**src/rtl/p1_stream_ctrl_pkg.sv**
```systemverilog
// Shared types and helpers for the p1 stream controller: state encoding,
// latency limit and the effective-length rule.
package p1_ctrl_pkg;

  typedef enum logic [1:0] {
    ST_IDLE  = 2'd0,
    ST_SHIFT = 2'd1,
    ST_DRAIN = 2'd2,
    ST_DONE  = 2'd3
  } state_e;

  localparam int Y_LAT_MAX = 3;

  // A zero or oversized length means "send the whole pattern".
  function automatic int eff_len(input int len, input int pat_w);
    return ((len == 0) || (len > pat_w)) ? pat_w : len;
  endfunction

endpackage

```
**src/rtl/p1_stream_ctrl_if.sv**
```systemverilog
// Host-side run request and result bus of the p1 stream controller.
interface p1_stream_ctrl_if #(
  parameter int PAT_W = 16
);
  localparam int CNT_W = $clog2(PAT_W + 1);

  logic             start;
  logic [PAT_W-1:0] pattern;
  logic [CNT_W-1:0] length;
  logic             busy;
  logic             done;
  logic [CNT_W-1:0] hit_count;
  logic [PAT_W-1:0] hit_map;

  modport master (
    output start, pattern, length,
    input  busy, done, hit_count, hit_map
  );

  modport slave (
    input  start, pattern, length,
    output busy, done, hit_count, hit_map
  );
endinterface

```
**src/rtl/p1_lat_pipe.sv**
```systemverilog
// Y_LAT-deep delay line carrying {valid, idx} so each y_in sample is
// attributed to the pattern bit that caused it.
module p1_lat_pipe #(
  parameter int Y_LAT = 1,
  parameter int IDX_W = 5
) (
  input  logic             clk,
  input  logic             rst,
  input  logic             in_vld,
  input  logic [IDX_W-1:0] in_idx,
  output logic             out_vld,
  output logic [IDX_W-1:0] out_idx
);

  if (Y_LAT == 0) begin : g_pass
    logic unused_clk_rst;
    assign unused_clk_rst = clk ^ rst;
    assign out_vld = in_vld;
    assign out_idx = in_idx;
  end else begin : g_pipe
    logic [Y_LAT-1:0]            vld_p;
    logic [Y_LAT-1:0][IDX_W-1:0] idx_p;

    always_ff @(posedge clk or posedge rst) begin
      if (rst) begin
        vld_p <= '0;
        idx_p <= '0;
      end else begin
        vld_p[0] <= in_vld;
        idx_p[0] <= in_idx;
        for (int k = 1; k < Y_LAT; k++) begin
          vld_p[k] <= vld_p[k-1];
          idx_p[k] <= idx_p[k-1];
        end
      end
    end

    assign out_vld = vld_p[Y_LAT-1];
    assign out_idx = idx_p[Y_LAT-1];
  end

endmodule

```
**src/rtl/p1_stream_ctrl.sv**
```systemverilog
// Shifts a latched pattern LSB-first into the p1 detector and collects its
// latency-aligned responses into a hit map and hit count.
module p1_stream_ctrl
  import p1_ctrl_pkg::*;
#(
  parameter int PAT_W = 16,
  parameter int Y_LAT = 1
) (
  input  logic                 clk,
  input  logic                 rst,
  p1_stream_ctrl_if.slave      bus,
  output logic                 x_out,
  input  logic                 y_in
);

  localparam int CNT_W = $clog2(PAT_W + 1);

  state_e           state, state_n;
  logic [CNT_W-1:0] idx, idx_n;
  logic [1:0]       dcnt, dcnt_n;
  logic [CNT_W-1:0] len_q;
  logic [PAT_W-1:0] pat_q;
  logic [PAT_W-1:0] pat_nx;
  logic             x_n, busy_q, busy_n, done_q, done_n;
  logic             accept, last;
  logic             pipe_vld;
  logic [CNT_W-1:0] pipe_idx;
  logic [CNT_W-1:0] hit_count_q;
  logic [PAT_W-1:0] hit_map_q;

  assign last   = (idx == len_q - 1'b1);
  assign pat_nx = pat_q >> (idx + 1'b1);

  // Outputs are registered, so they are computed from the next state.
  always_comb begin
    state_n = state;
    idx_n   = idx;
    dcnt_n  = dcnt;
    x_n     = 1'b0;
    accept  = 1'b0;
    case (state)
      ST_IDLE: begin
        if (bus.start) begin
          accept  = 1'b1;
          state_n = ST_SHIFT;
          idx_n   = '0;
          x_n     = bus.pattern[0];
        end
      end
      ST_SHIFT: begin
        idx_n = idx + 1'b1;
        if (last) begin
          state_n = (Y_LAT > 0) ? ST_DRAIN : ST_DONE;
          dcnt_n  = '0;
        end else begin
          x_n = pat_nx[0];
        end
      end
      ST_DRAIN: begin
        dcnt_n = dcnt + 1'b1;
        if (dcnt == 2'(Y_LAT - 1)) state_n = ST_DONE;
      end
      ST_DONE: state_n = ST_IDLE;
      default: state_n = ST_IDLE;
    endcase
    busy_n = (state_n == ST_SHIFT) || (state_n == ST_DRAIN);
    done_n = (state_n == ST_DONE);
  end

  always_ff @(posedge clk or posedge rst) begin
    if (rst) begin
      state  <= ST_IDLE;
      idx    <= '0;
      dcnt   <= '0;
      x_out  <= 1'b0;
      busy_q <= 1'b0;
      done_q <= 1'b0;
    end else begin
      state  <= state_n;
      idx    <= idx_n;
      dcnt   <= dcnt_n;
      x_out  <= x_n;
      busy_q <= busy_n;
      done_q <= done_n;
    end
  end

  always_ff @(posedge clk) begin
    if (accept) begin
      pat_q <= bus.pattern;
      len_q <= CNT_W'(eff_len(int'(bus.length), PAT_W));
    end
  end

  p1_lat_pipe #(
    .Y_LAT (Y_LAT),
    .IDX_W (CNT_W)
  ) u_lat_pipe (
    .clk     (clk),
    .rst     (rst),
    .in_vld  (state == ST_SHIFT),
    .in_idx  (idx),
    .out_vld (pipe_vld),
    .out_idx (pipe_idx)
  );

  // Results survive DONE and are only cleared by the next accepted start.
  always_ff @(posedge clk or posedge rst) begin
    if (rst) begin
      hit_count_q <= '0;
      hit_map_q   <= '0;
    end else if (accept) begin
      hit_count_q <= '0;
      hit_map_q   <= '0;
    end else if (pipe_vld && y_in) begin
      hit_count_q <= hit_count_q + 1'b1;
      hit_map_q   <= hit_map_q | (PAT_W'(1) << pipe_idx);
    end
  end

  assign bus.busy      = busy_q;
  assign bus.done      = done_q;
  assign bus.hit_count = hit_count_q;
  assign bus.hit_map   = hit_map_q;

endmodule

```
**src/flat_wrapper.sv**
```systemverilog
// flat-port wrapper written by rule: the top's interface ports become plain ports
module p1_stream_ctrl_flat import p1_ctrl_pkg::*;
#(
  parameter int PAT_W = 16,
  parameter int Y_LAT = 1
)
  (clk, rst, x_out, y_in, bus_start, bus_pattern, bus_length, bus_busy, bus_done, bus_hit_count, bus_hit_map);
  p1_stream_ctrl_if #(.PAT_W(PAT_W)) bus_i ();
  input  logic clk;
  input  logic rst;
  output logic x_out;
  input  logic y_in;
  input wire logic [$bits(bus_i.start)-1:0] bus_start;
  input wire logic [$bits(bus_i.pattern)-1:0] bus_pattern;
  input wire logic [$bits(bus_i.length)-1:0] bus_length;
  output wire logic [$bits(bus_i.busy)-1:0] bus_busy;
  output wire logic [$bits(bus_i.done)-1:0] bus_done;
  output wire logic [$bits(bus_i.hit_count)-1:0] bus_hit_count;
  output wire logic [$bits(bus_i.hit_map)-1:0] bus_hit_map;
  assign bus_i.start = bus_start;
  assign bus_i.pattern = bus_pattern;
  assign bus_i.length = bus_length;
  assign bus_busy = bus_i.busy;
  assign bus_done = bus_i.done;
  assign bus_hit_count = bus_i.hit_count;
  assign bus_hit_map = bus_i.hit_map;
  p1_stream_ctrl #(.PAT_W(PAT_W), .Y_LAT(Y_LAT)) u_core (.clk(clk), .rst(rst), .bus(bus_i), .x_out(x_out), .y_in(y_in));
endmodule
```
**config.mk**
```make
export PLATFORM = sky130hd
export DESIGN_NAME = p1_stream_ctrl_flat
export DESIGN_NICKNAME = d
export VERILOG_FILES = /design/src/rtl/p1_stream_ctrl_pkg.sv /design/src/rtl/p1_stream_ctrl_if.sv /design/src/rtl/p1_lat_pipe.sv /design/src/rtl/p1_stream_ctrl.sv /design/src/flat_wrapper.sv
export SDC_FILE = /design/constraint.sdc
export NUM_CORES = 1
export LEC_CHECK = 0
export BUFFER_PORTS_ARGS = -buffer_cell sky130_fd_sc_hd__buf_2
export CAP_MARGIN = 30
export CORE_MARGIN = 2
export CORE_UTILIZATION = 55
export CTS_BUF_LIST = sky130_fd_sc_hd__clkbuf_4
export CTS_CLUSTER_SIZE = 30
export DETAILED_ROUTE_END_ITERATION = 16
export GPL_ROUTABILITY_DRIVEN = 1
export PLACE_DENSITY = 0.83
export REMOVE_ABC_BUFFERS = 1
export SYNTH_ARGS = -nofsm -noshare
export SYNTH_HDL_FRONTEND = slang
export SYNTH_SLANG_ARGS = --single-unit
```
**constraint.sdc**
```tcl
create_clock -name clk -period 5.75 [get_ports clk]
set_clock_uncertainty 0.1 [all_clocks]
set_input_delay 0.575 -clock clk [delete_from_list [all_inputs] [get_ports clk]]
set_output_delay 0.575 -clock clk [all_outputs]
set_load 0.01 [all_outputs]
```
== Word-level counts from Yosys, hierarchy flattened ==
Index checks and enable logic that the tools add are counted.

* Bits in registers: 60
* Input port bits: 25
* Output and inout bits: 24
* Word-level logic and storage cells: 57

* $add $sub $neg: 4
* Magnitude comparators: 1
* Eq/ne operators: 9
* Shift operators: 2
* Mux-type cells: 17
* Bitwise operators: 1
* Reductions and logical operators: 11

{| class="wikitable"
|+ Operators with widths
! operator !! count
|-
| two-way mux 16 bit || 2
|-
| OR 16 bit || 1
|-
| left shift 1 x 5 -> 16 bit (first input constant) || 1
|-
| >> shifter 16 x 5 -> 1 bit || 1
|-
| two-way mux 5 bit || 3
|-
| adder 5 x 1 -> 5 bit (second input constant) || 2
|-
| one-hot mux 5 bit (2 select lines) || 1
|-
| == test 2 bit (second input constant) || 4
|-
| two-way mux 2 bit || 4
|-
| one-hot mux 2 bit (4 select lines) || 1
|-
| nonzero test 2 bit || 3
|-
| == test 5 bit || 1
|-
| greater-than comparator 5 bit (second input constant) || 1
|-
| logical NOT 5 bit || 1
|-
| subtractor 5 x 1 -> 5 bit (second input constant) || 1
|-
| == test 2 x 1 -> 1 bit (second input constant) || 2
|-
| logical NOT 2 bit || 2
|-
| two-way mux 1 bit || 4
|-
| one-hot mux 2 bit (2 select lines) || 1
|-
| AND reduction 2 bit || 2
|-
| adder 2 x 1 -> 2 bit (second input constant) || 1
|-
| logical OR 1 bit || 2
|-
| inequality test 2 x 1 -> 1 bit (second input constant) || 1
|-
| inequality test 2 bit (second input constant) || 1
|-
| 2 further kinds || 2
|}

== Longest topological paths before layout ==
Gate-level depths: netlist of run 1.

* Depth in word-level cells: 6
* Depth in mapped cells: 8
* Depth with buffers taken out: 8

== Hierarchy ==
From an unflattened synthesis of run 1, not the netlist that was laid out.

* Cell total of the unflattened synthesis: 198
* Area, all modules: 2524.9 um^2

{| class="wikitable"
|+ By module, submodules not included
! module !! times used !! cells each !! area an instance (um^2) !! sequential area each (um^2)
|-
| p1_stream_ctrl || 1 || 191 || 2371.0 || 1456.4
|-
| p1_lat_pipe || 1 || 7 || 153.9 || 150.1
|}

== Worst setup path before layout of run 1 ==
No wires, ideal clock.

* Path type: input port to flip-flop
* From: input bus_start
* To: register u_core.len_q[0], enable pin
* Setup time: 0.394 ns
* Data arrival time: 1.831 ns
* Required time: 5.256 ns
* Slack: 3.426 ns
* Cell stages on the path: 2
* Path buffers: 1
* Cell sequence: nor3b_1 -> clkbuf_1

* Longest elaborated chain between the ends: 2

{| class="wikitable"
|+ RTL lines
! item !! line !! RTL
|-
| from (decl) || flat_wrapper.sv:13 || <nowiki>input wire logic [$bits(bus_i.start)-1:0] bus_start;</nowiki>
|-
| two-way mux 1 bit || p1_stream_ctrl.sv:43 || <nowiki>if (bus.start) begin</nowiki>
|-
| two-way mux 1 bit || p1_stream_ctrl.sv:41 || <nowiki>case (state)</nowiki>
|-
| named net u_core.accept || p1_stream_ctrl.sv:25 || <nowiki>logic accept, last;</nowiki>
|-
| to (signal assigned) || p1_stream_ctrl.sv:91 || <nowiki>len_q <= CNT_W'(eff_len(int'(bus.length), PAT_W));</nowiki>
|-
| to (decl) || p1_stream_ctrl.sv:21 || <nowiki>logic [CNT_W-1:0] len_q;</nowiki>
|}

The timed path passes the listed nets, and every way through them passes these cells.
A chain may end at the register's enable or synchronous reset.

== Final worst setup path of run 1 ==
* From: register u_core.idx[0]
* To: register u_core.x_out

* Longest elaborated chain between the ends: 4
* Elaborated cells between the ends (all ways): 5
* Those cells by class: 1 x add/sub; 1 x eq/ne; 1 x shift; 2 x mux

{| class="wikitable"
|+ RTL lines
! item !! line !! RTL
|-
| from (decl) || p1_stream_ctrl.sv:19 || <nowiki>logic [CNT_W-1:0] idx, idx_n;</nowiki>
|-
| from (signal assigned) || p1_stream_ctrl.sv:80 || <nowiki>idx <= idx_n;</nowiki>
|-
| adder 5 x 1 -> 5 bit || p1_stream_ctrl.sv:32 || <nowiki>assign pat_nx = pat_q >> (idx + 1'b1);</nowiki>
|-
| >> shifter 16 x 5 -> 1 bit || p1_stream_ctrl.sv:32 ||
|-
| two-way mux 1 bit (*) || p1_stream_ctrl.sv:52 || <nowiki>if (last) begin</nowiki>
|-
| one-hot mux 1 bit (2 select lines) (*) || p1_stream_ctrl.sv:41 ||
|-
| named net u_core.x_n || p1_stream_ctrl.sv:24 || <nowiki>logic x_n, busy_q, busy_n, done_q, done_n;</nowiki>
|-
| to (signal assigned) || p1_stream_ctrl.sv:82 || <nowiki>x_out <= x_n;</nowiki>
|-
| to (decl) || p1_stream_ctrl.sv:12 || <nowiki>output logic x_out,</nowiki>
|}

The timed path passes the listed nets; every way through them passes the cells marked *.

==> results of run 1 <==
## metal layers
metal  up-vias  GRT usage  part of all wire
met5         -          0                 0
met4         0      0.132             0.024
met3         8     0.0484             0.055
met2        54      0.307              0.51
met1       807      0.220              0.41
li1        797          -                 -
## sequential cells by signal, indices dropped and copies added, names as in the netlist
name	cells
u_core.bus.hit_count	5
u_core.len_q	5
u_core.x_out	1
u_core.bus.done	1
u_core.bus.busy	1
u_core.u_lat_pipe.out_vld	1
u_core.idx	5
u_core.dcnt	2
u_core.state	2
u_core.u_lat_pipe.out_idx	5
u_core.bus.hit_map	16
u_core.pat_q	16
## cells by family after synthesis
logic type	Yosys count
compound gates	33
simple gates	59
buf+inv	12
xor+xnor	13
flops	60
fa+ha+maj	5
mux	8
## synth_stat cells, types with 4 or more instances
cell type  count  area share
ha_1           5       0.025
xnor2_1        6       0.021
a21oi_1       15       0.030
inv_1          7       0.011
a31oi_1        4       0.010
o21ai_0        5       0.010
nor2b_1        9       0.023
nor2_1        25       0.038
edfxtp_1      21        0.25
a22o_1         4       0.014
mux4_2         4       0.036
xor2_1         7       0.025
nand2_1        6      0.0091
dfrtp_1       39        0.39
## final cells by class
type / instances / area [um^2] / area share
sequential: 60 / 1610 / 0.553
clock buffer: 12 / 90.1 / 0.0310
multi-input combinational: 118 / 821 / 0.283
timing repair buffer: 50 / 255 / 0.0879
tap: 52 / 65.1 / 0.0224
clock inverter: 3 / 38.8 / 0.0134
inverter: 7 / 26.3 / 0.00905
## path summary, 6_finish.rpt
check,startpoint,end,slack [ns],depth (start not counted)
max,u_core.idx[0],u_core.x_out,3.47,6
min,rst,u_core.bus.hit_map[0],0.18,3
max reg2reg,u_core.idx[0],u_core.x_out,3.47,6
min reg2reg,u_core.bus.hit_map[12],u_core.bus.hit_map[12],0.40,2
max in group asynchronous,rst,u_core.bus.hit_count[3],5.01,3
min in group clk,bus_pattern[2],u_core.pat_q[2],0.25,1
## power by group
group          switching, mW  internal (mW)  total [mW]
registers              0.113          0.576       0.689
clock network          0.136          0.143       0.279
logic                  0.233          0.215       0.448
total                  0.483          0.934        1.42
## critical path, stage by stage (launching register included)
cell and delay [ns]:
dfrtp_1 0.60, ha_1 0.28, xor2_1 0.39, mux4_2 0.37
mux2i_1 0.14, mux2i_1 0.10, a22o_1 0.20
## metrics by stage
step | hold slack [ns] | utilization | setup slack (ns) | cell area (um^2)
after global placement | 0.370 | 0.637 | 3.57 | 2770
after detailed placement | 0.383 | 0.637 | 3.47 | 2770
after CTS | 0.169 | 0.667 | 3.46 | 2900
after global routing | 0.215 | 0.667 | 3.30 | 2900
final | 0.180 | 0.667 | 3.47 | 2900
after floorplan | 0.333 | - | 1.67 | 2450
==> summary.md, run 1 <==
| Metric | Value |
|---|---|
| Initial detailed-routing violation count | `between 60 and 70` |
| Yosys warns | `0` |
| Setup TNS | `0 ns` |
| Dpl hpwl | `around 3.0 mm` |
| Outcome | `finished, final reports clean` |
| Gr ovfl total | `0` |
| Mapped Cells | `190` |
| Pre-Repair DR Iteration Count | `4` |
| Synth Area in Simple Gates | `0.122` |
| Clock Latency Late Sink | `just under 0.4 ns` |
| Area grow syn2layout | `17.2%` |
| Total GRT Usage | `0.189` |
| Slew of the pin with the lowest slew margin | `0.882 ns` |
| Initial Util | `0.569` |
| CTS tree | `built` |
| Antenna diodes | `0` |
| Required @ worst endpoint | `~6 ns` |
| Worst min-delay path category | `input port to async pin` |
| CTS Buf Count | `9` |
| Vias per cell | `approximately 5.5` |
| Period Utilization, post-route | `0.396` |
| Largest net degree at the start of global routing | `45` |
| Setup bufs post-CTS | `0` |
| Crit end category | `flop` |
| Mux cell area share after synthesis | `0.0531` |
| Asr flop ratio synth | `0.650` |
| Count of different cell masters after synthesis | `37` |
| RSZ-0062 raised after global routing | `no` |
| Max FO, Critical Path | `10` |
| Post-Synth XOR/XNOR Area | `0.0460` |
| Critical Path Start Type | `flop` |
| Worst vdd ir | `approximately 0.00032 V` |
| Placer Congestion | `~0.8` |
| Most frequent cells in the layout | `buf_2, dfrtp_1, nor2_1` |
| Die area | `between 5000 and 6000 um^2` |
| Root buffer cell | `clkbuf_4` |
| Max Transition Viols Final | `0` |
| Cell count after placement | `around 290` |
| Yosys reg bits | `60` |
| Power Total | `1.42 mW` |
| Synth Flop Type | `dfrtp_1` |
| TritonCTS Sinks | `60` |
| Fillers | `~340` |
| Core box area | `approximately 4400 um^2` |
| Cts hold-fix bufs | `0` |
| IO Port Bufs | `48` |
| Fin crit period | `around 2.3 ns` |
| # H-tree levels | `3` |
| DR vias | `between 1500 and 2000` |
| Post-synthesis adder-cell area fraction | `0.0253` |
| Routed len/inst | `between 10 and 15 um` |
| Largest family of logic cells by synthesized area | `simple AND/OR/NAND/NOR gates` |
| Boundary Pins | `49` |
| Most common cell after layout, fill and taps aside | `buf_2` |
| CP arrival | `between 2 and 2.5 ns` |
| Compound-Gate Fraction of Synth Area | `0.0834` |
| Reg clk slew, reported paths | `around 0.09 ns` |
| Rel. slew slack | `0.404` |
| Detail Route Antenna Nets | `0` |
| Fmax | `~0.44 GHz` |
| PD cells | `approximately 490 nW/um^2` |
| Number of global-route vias before repair | `between 1500 and 2000` |
| Die height | `71.1 um` |
| Routed wire length | `around 4.2 mm` |
| Avg Inst Size Synth | `about 13 um^2` |
| Mapped Area | `2480 um^2` |
| Fin nets | `276` |
| Crit Path Category | `flop to flop` |
| First-pass GRT wire length | `about 7 mm` |
| Chip width | `~71 um` |
| EDFF count, synth | `21` |
| Clock buffer depth | `2` |
| Hold Vio Cnt, Final | `0` |
| Post-CTS resize count | `0` |
| Layout cells sized above 1 | `0.284` |
| Residual DRC | `0` |
| Antenna violations before repair | `0` |
| Finished Layout Cells | `302` |
| Std cell rows | `24` |
| Static leakage | `about 1.4 nW` |
| Final Setup Violations | `0` |
| Sequential fraction of the synthesis area | `0.649` |
| Max cap viols | `0` |
Power figures use the tool's default switching activity.
==> run 2: changes to the inputs <==
--- a/config.mk
+++ b/config.mk
@@ -8,12 +8,12 @@
 export BUFFER_PORTS_ARGS = -buffer_cell sky130_fd_sc_hd__buf_2
 export CAP_MARGIN = 30
 export CORE_MARGIN = 2
-export CORE_UTILIZATION = 55
+export CORE_UTILIZATION = 51
 export CTS_BUF_LIST = sky130_fd_sc_hd__clkbuf_4
 export CTS_CLUSTER_SIZE = 30
 export DETAILED_ROUTE_END_ITERATION = 16
 export GPL_ROUTABILITY_DRIVEN = 1
-export PLACE_DENSITY = 0.83
+export PLACE_DENSITY = 0.81
 export REMOVE_ABC_BUFFERS = 1
 export SYNTH_ARGS = -nofsm -noshare
 export SYNTH_HDL_FRONTEND = slang
==> constraint.sdc (replaced) <==
create_clock -name clk -period 1.95 [get_ports clk]
set_clock_uncertainty 0.1 [all_clocks]
set_input_delay 0.195 -clock clk [delete_from_list [all_inputs] [get_ports clk]]
set_output_delay 0.195 -clock clk [all_outputs]
set_load 0.01 [all_outputs]
==> run 2 against run 1 <==
- the flow now finishes with violations (setup timing)
- combinational power grew to 4.0 times the previous value
- critical endpoint is now u_core.bus.busy
- largest power group unchanged
- clock power grew to 3.2 times the previous value
- cell count grew 15%
- hold slack lost 0.15 ns
- total power grew to 3.3 times the previous value
==> summary.md, run 2 (synthesis gave the netlist of run 1 again) <==
| Metric | Value |
|---|---|
| Worst vdd ir | `0.000806 V (+160%)` |
| Crit Reg-Reg Endpoint | `u_core.bus.busy` |
| Post-DP Area | `2890 um^2 (+4.1%)` |
| Crit Path Category | `flop to flop` |
| Largest net degree at the start of global routing | `40 (-11%)` |
| Chip width | `73.7 um (+3.6%)` |
| Antenna violations before repair | `0 (unchanged)` |
| Antenna diodes | `0 (unchanged)` |
| Critical-path top delay cell | `edfxtp_1` |
| Power Total | `4.64 mW (+230%)` |
| Setup TNS | `-0.0368 ns (-0.0368 ns)` |
| Area grow syn2layout | `35.2%` |
| Total GRT Usage | `0.213 (+0.0241)` |
| Required @ worst endpoint | `2.14 ns (-3.80 ns)` |
| CTS tree | `built` |
| IO Port Bufs | `48 (unchanged)` |
| Residual DRC | `0 (unchanged)` |
| Hold WS | `0.0260 ns (-0.154 ns)` |
| Initial detailed-routing violation count | `64 (+4.9%)` |
| Fin crit period | `1.99 ns (-0.293 ns)` |
| Detail Route Antenna Nets | `0 (unchanged)` |
| Most common cell after layout, fill and taps aside | `buf_2` |
| Crit path top cell by count | `ha_4` |
| Worst reg2reg path startpoint | `u_core.len_q[1]` |
| Failing checks | `setup timing` |
| Static leakage | `1.57 nW (+15%)` |
| PD cells | `1390 nW/um^2 (+180%)` |
| TritonCTS Sinks | `60 (unchanged)` |
| Slew of the pin with the lowest slew margin | `0.486 ns (-0.396 ns)` |
| Clock Latency Late Sink | `0.40 ns (about the same)` |
| Rel. slew slack | `0.676 (+0.272)` |
| Boundary Pins | `49 (unchanged)` |
| Vias per cell | `5.19 (-5.9%)` |
| Routed len/inst | `14.4 um (+2.8%)` |
| Outcome | `finished with violations` |
| Dpl hpwl | `3.18 mm (+4.5%)` |
| Routed wire length | `4.99 mm (+18%)` |
| Area of the multi-input gates | `878 um^2 (+7.0%)` |
| Worst min-delay path category | `input port to flop` |
| Critical-path cell list | `inv_2 -> ha_4 -> nor4bb_1 -> o211ai_1 -> a311oi_2 -> and2_4 -> or2_4 -> ha_4` |
| Internal reg-to-reg setup slack | `-0.04 ns (-3.51 ns)` |
| Largest stage delay, worst path | `0.42 ns (-0.18 ns)` |
| Critical Path Sink | `u_core.bus.busy` |
| First-pass GRT wire length | `8.36 mm (+19%)` |
| Core box area | `4690 um^2 (+7.8%)` |
| Layout cells sized above 1 | `0.342 (+0.0585)` |
| Max cap viols | `0 (unchanged)` |
| Initial Util | `0.528 (-0.0409)` |
| Crit end category | `flop` |
| Worst Setup SP | `u_core.len_q[1]` |
| Root buffer cell | `clkbuf_4` |
| Finished Layout Cells | `346 (+15%)` |
| Reg clk slew, reported paths | `0.11 ns (+0.02 ns)` |
| Clock buffer depth | `2 (unchanged)` |
| Period Utilization, post-route | `1.02 (+0.622)` |
| CP arrival | `2.18 ns (-0.29 ns)` |
| Pre-CTS setup slack | `-0.158 ns (-3.63 ns)` |
| Final instance area | `3350 um^2 (+15%)` |
| Final Core Density | `0.714 (+0.0469)` |
| Std cell rows | `25 (+4.2%)` |
| Max FO, Critical Path | `3 (-7)` |
| Pre-Repair DR Iteration Count | `4 (unchanged)` |
| Die area | `5430 um^2 (+7.4%)` |
| RSZ-0062 raised after global routing | `yes` |
| Max Transition Viols Final | `0 (unchanged)` |
| Die height | `73.7 um (+3.6%)` |
| Fillers | `321 (-4.7%)` |
| Most frequent cells in the layout | `buf_2, dfrtp_1, nor2_1, dlygate4sd3_1, edfxtp_1` |
| Gr ovfl total | `0 (unchanged)` |
| Hold Vio Cnt, Final | `0 (unchanged)` |
| DR vias | `1796 (+7.8%)` |
| Fmax | `0.503 GHz (+15%)` |
| Sequential Area | `1610 um^2 (unchanged)` |
| Fin worst setup slack | `-0.0368 ns (-3.51 ns)` |
| CTS Buf Count | `9 (unchanged)` |
| Cell count after placement | `304 (+5.9%)` |
| # H-tree levels | `3 (unchanged)` |
| Number of global-route vias before repair | `1909 (+23%)` |
| Placer Congestion | `0.827 (+1.9%)` |
| Critical Path Start Type | `flop` |
| Fin nets | `317 (+15%)` |
| Worst Reg2Reg Path Length in Cells | `8 (+2)` |
| Final Setup Violations | `1 (+1)` |
==> run 2: cell types whose count changed in the layout (fill, tap and decap cells not counted), sizes merged <==
| cell | change |
|---|---|
| clkinv | +3 |
| buf | +17 |
| clkbuf | -3 |
| inv | +1 |
| dlygate4sd3 | +24 |
==> run 2: worst min-delay path by stage <==
stage	to	cells after the start	slack, ns	start
after detailed placement	u_core.state[1]	3	0.25	rst
after floorplan	u_core.pat_q[0]	0	0.19	bus_pattern[0]
final	u_core.len_q[1]	2	0.03	bus_length[4]
after CTS	u_core.len_q[1]	2	0.004	bus_length[4]
after global placement	u_core.dcnt[1]	3	0.23	rst
after global routing	u_core.len_q[2]	2	0.007	bus_length[4]
==> run 2: power breakdown <==
group | internal, mW | switching (mW)
Combinational | 0.903 | 0.903
Sequential | 1.70 | 0.253
Clock | 0.397 | 0.485
Total | 3.00 | 1.64
==> run 2: repair_timing <==
| action | CTS | global route |
|---|---|---|
| buffers inserted | 2 | 3 |
| hold buffers | 24 | 0 |
| gates resized for setup | 2 | 13 |
| gates cloned | 0 | 0 |
| pin swaps | 6 | 10 |
| endpoints found under the hold margin | 60 | 0 |
| setup endpoints to repair | 3 | 6 |
==> run 2: layer usage <==
layer | wire length (um) | track usage | vias to the layer above
li1 | - | - | 877
met1 | 2070 | 0.236 | 859
met2 | 2590 | 0.366 | 50
met3 | 235 | 0.0521 | 10
met4 | 96 | 0.133 | 0
met5 | 0 | 0 | -
==> run 2: critical path: cells and delay by family, from the launching register on <==
kind                     cells  cell delay [ns]
AND/OR/NAND/NOR              3             0.53
buffers and inverters        1             0.09
AO/OA/AOI/OAI                2             0.42
flip-flops                   1             0.42
adder cells (fa/ha/maj)      2             0.32
==> run 2: final cells by class <==
type	instances	share of cell area
Multi-Input combinational cell	118	0.262
Sequential cell	60	0.480
Clock inverter	7	0.0224
Inverter	7	0.00785
Timing Repair Buffer	91	0.187
Clock buffer	9	0.0202
Tap cell	54	0.0202
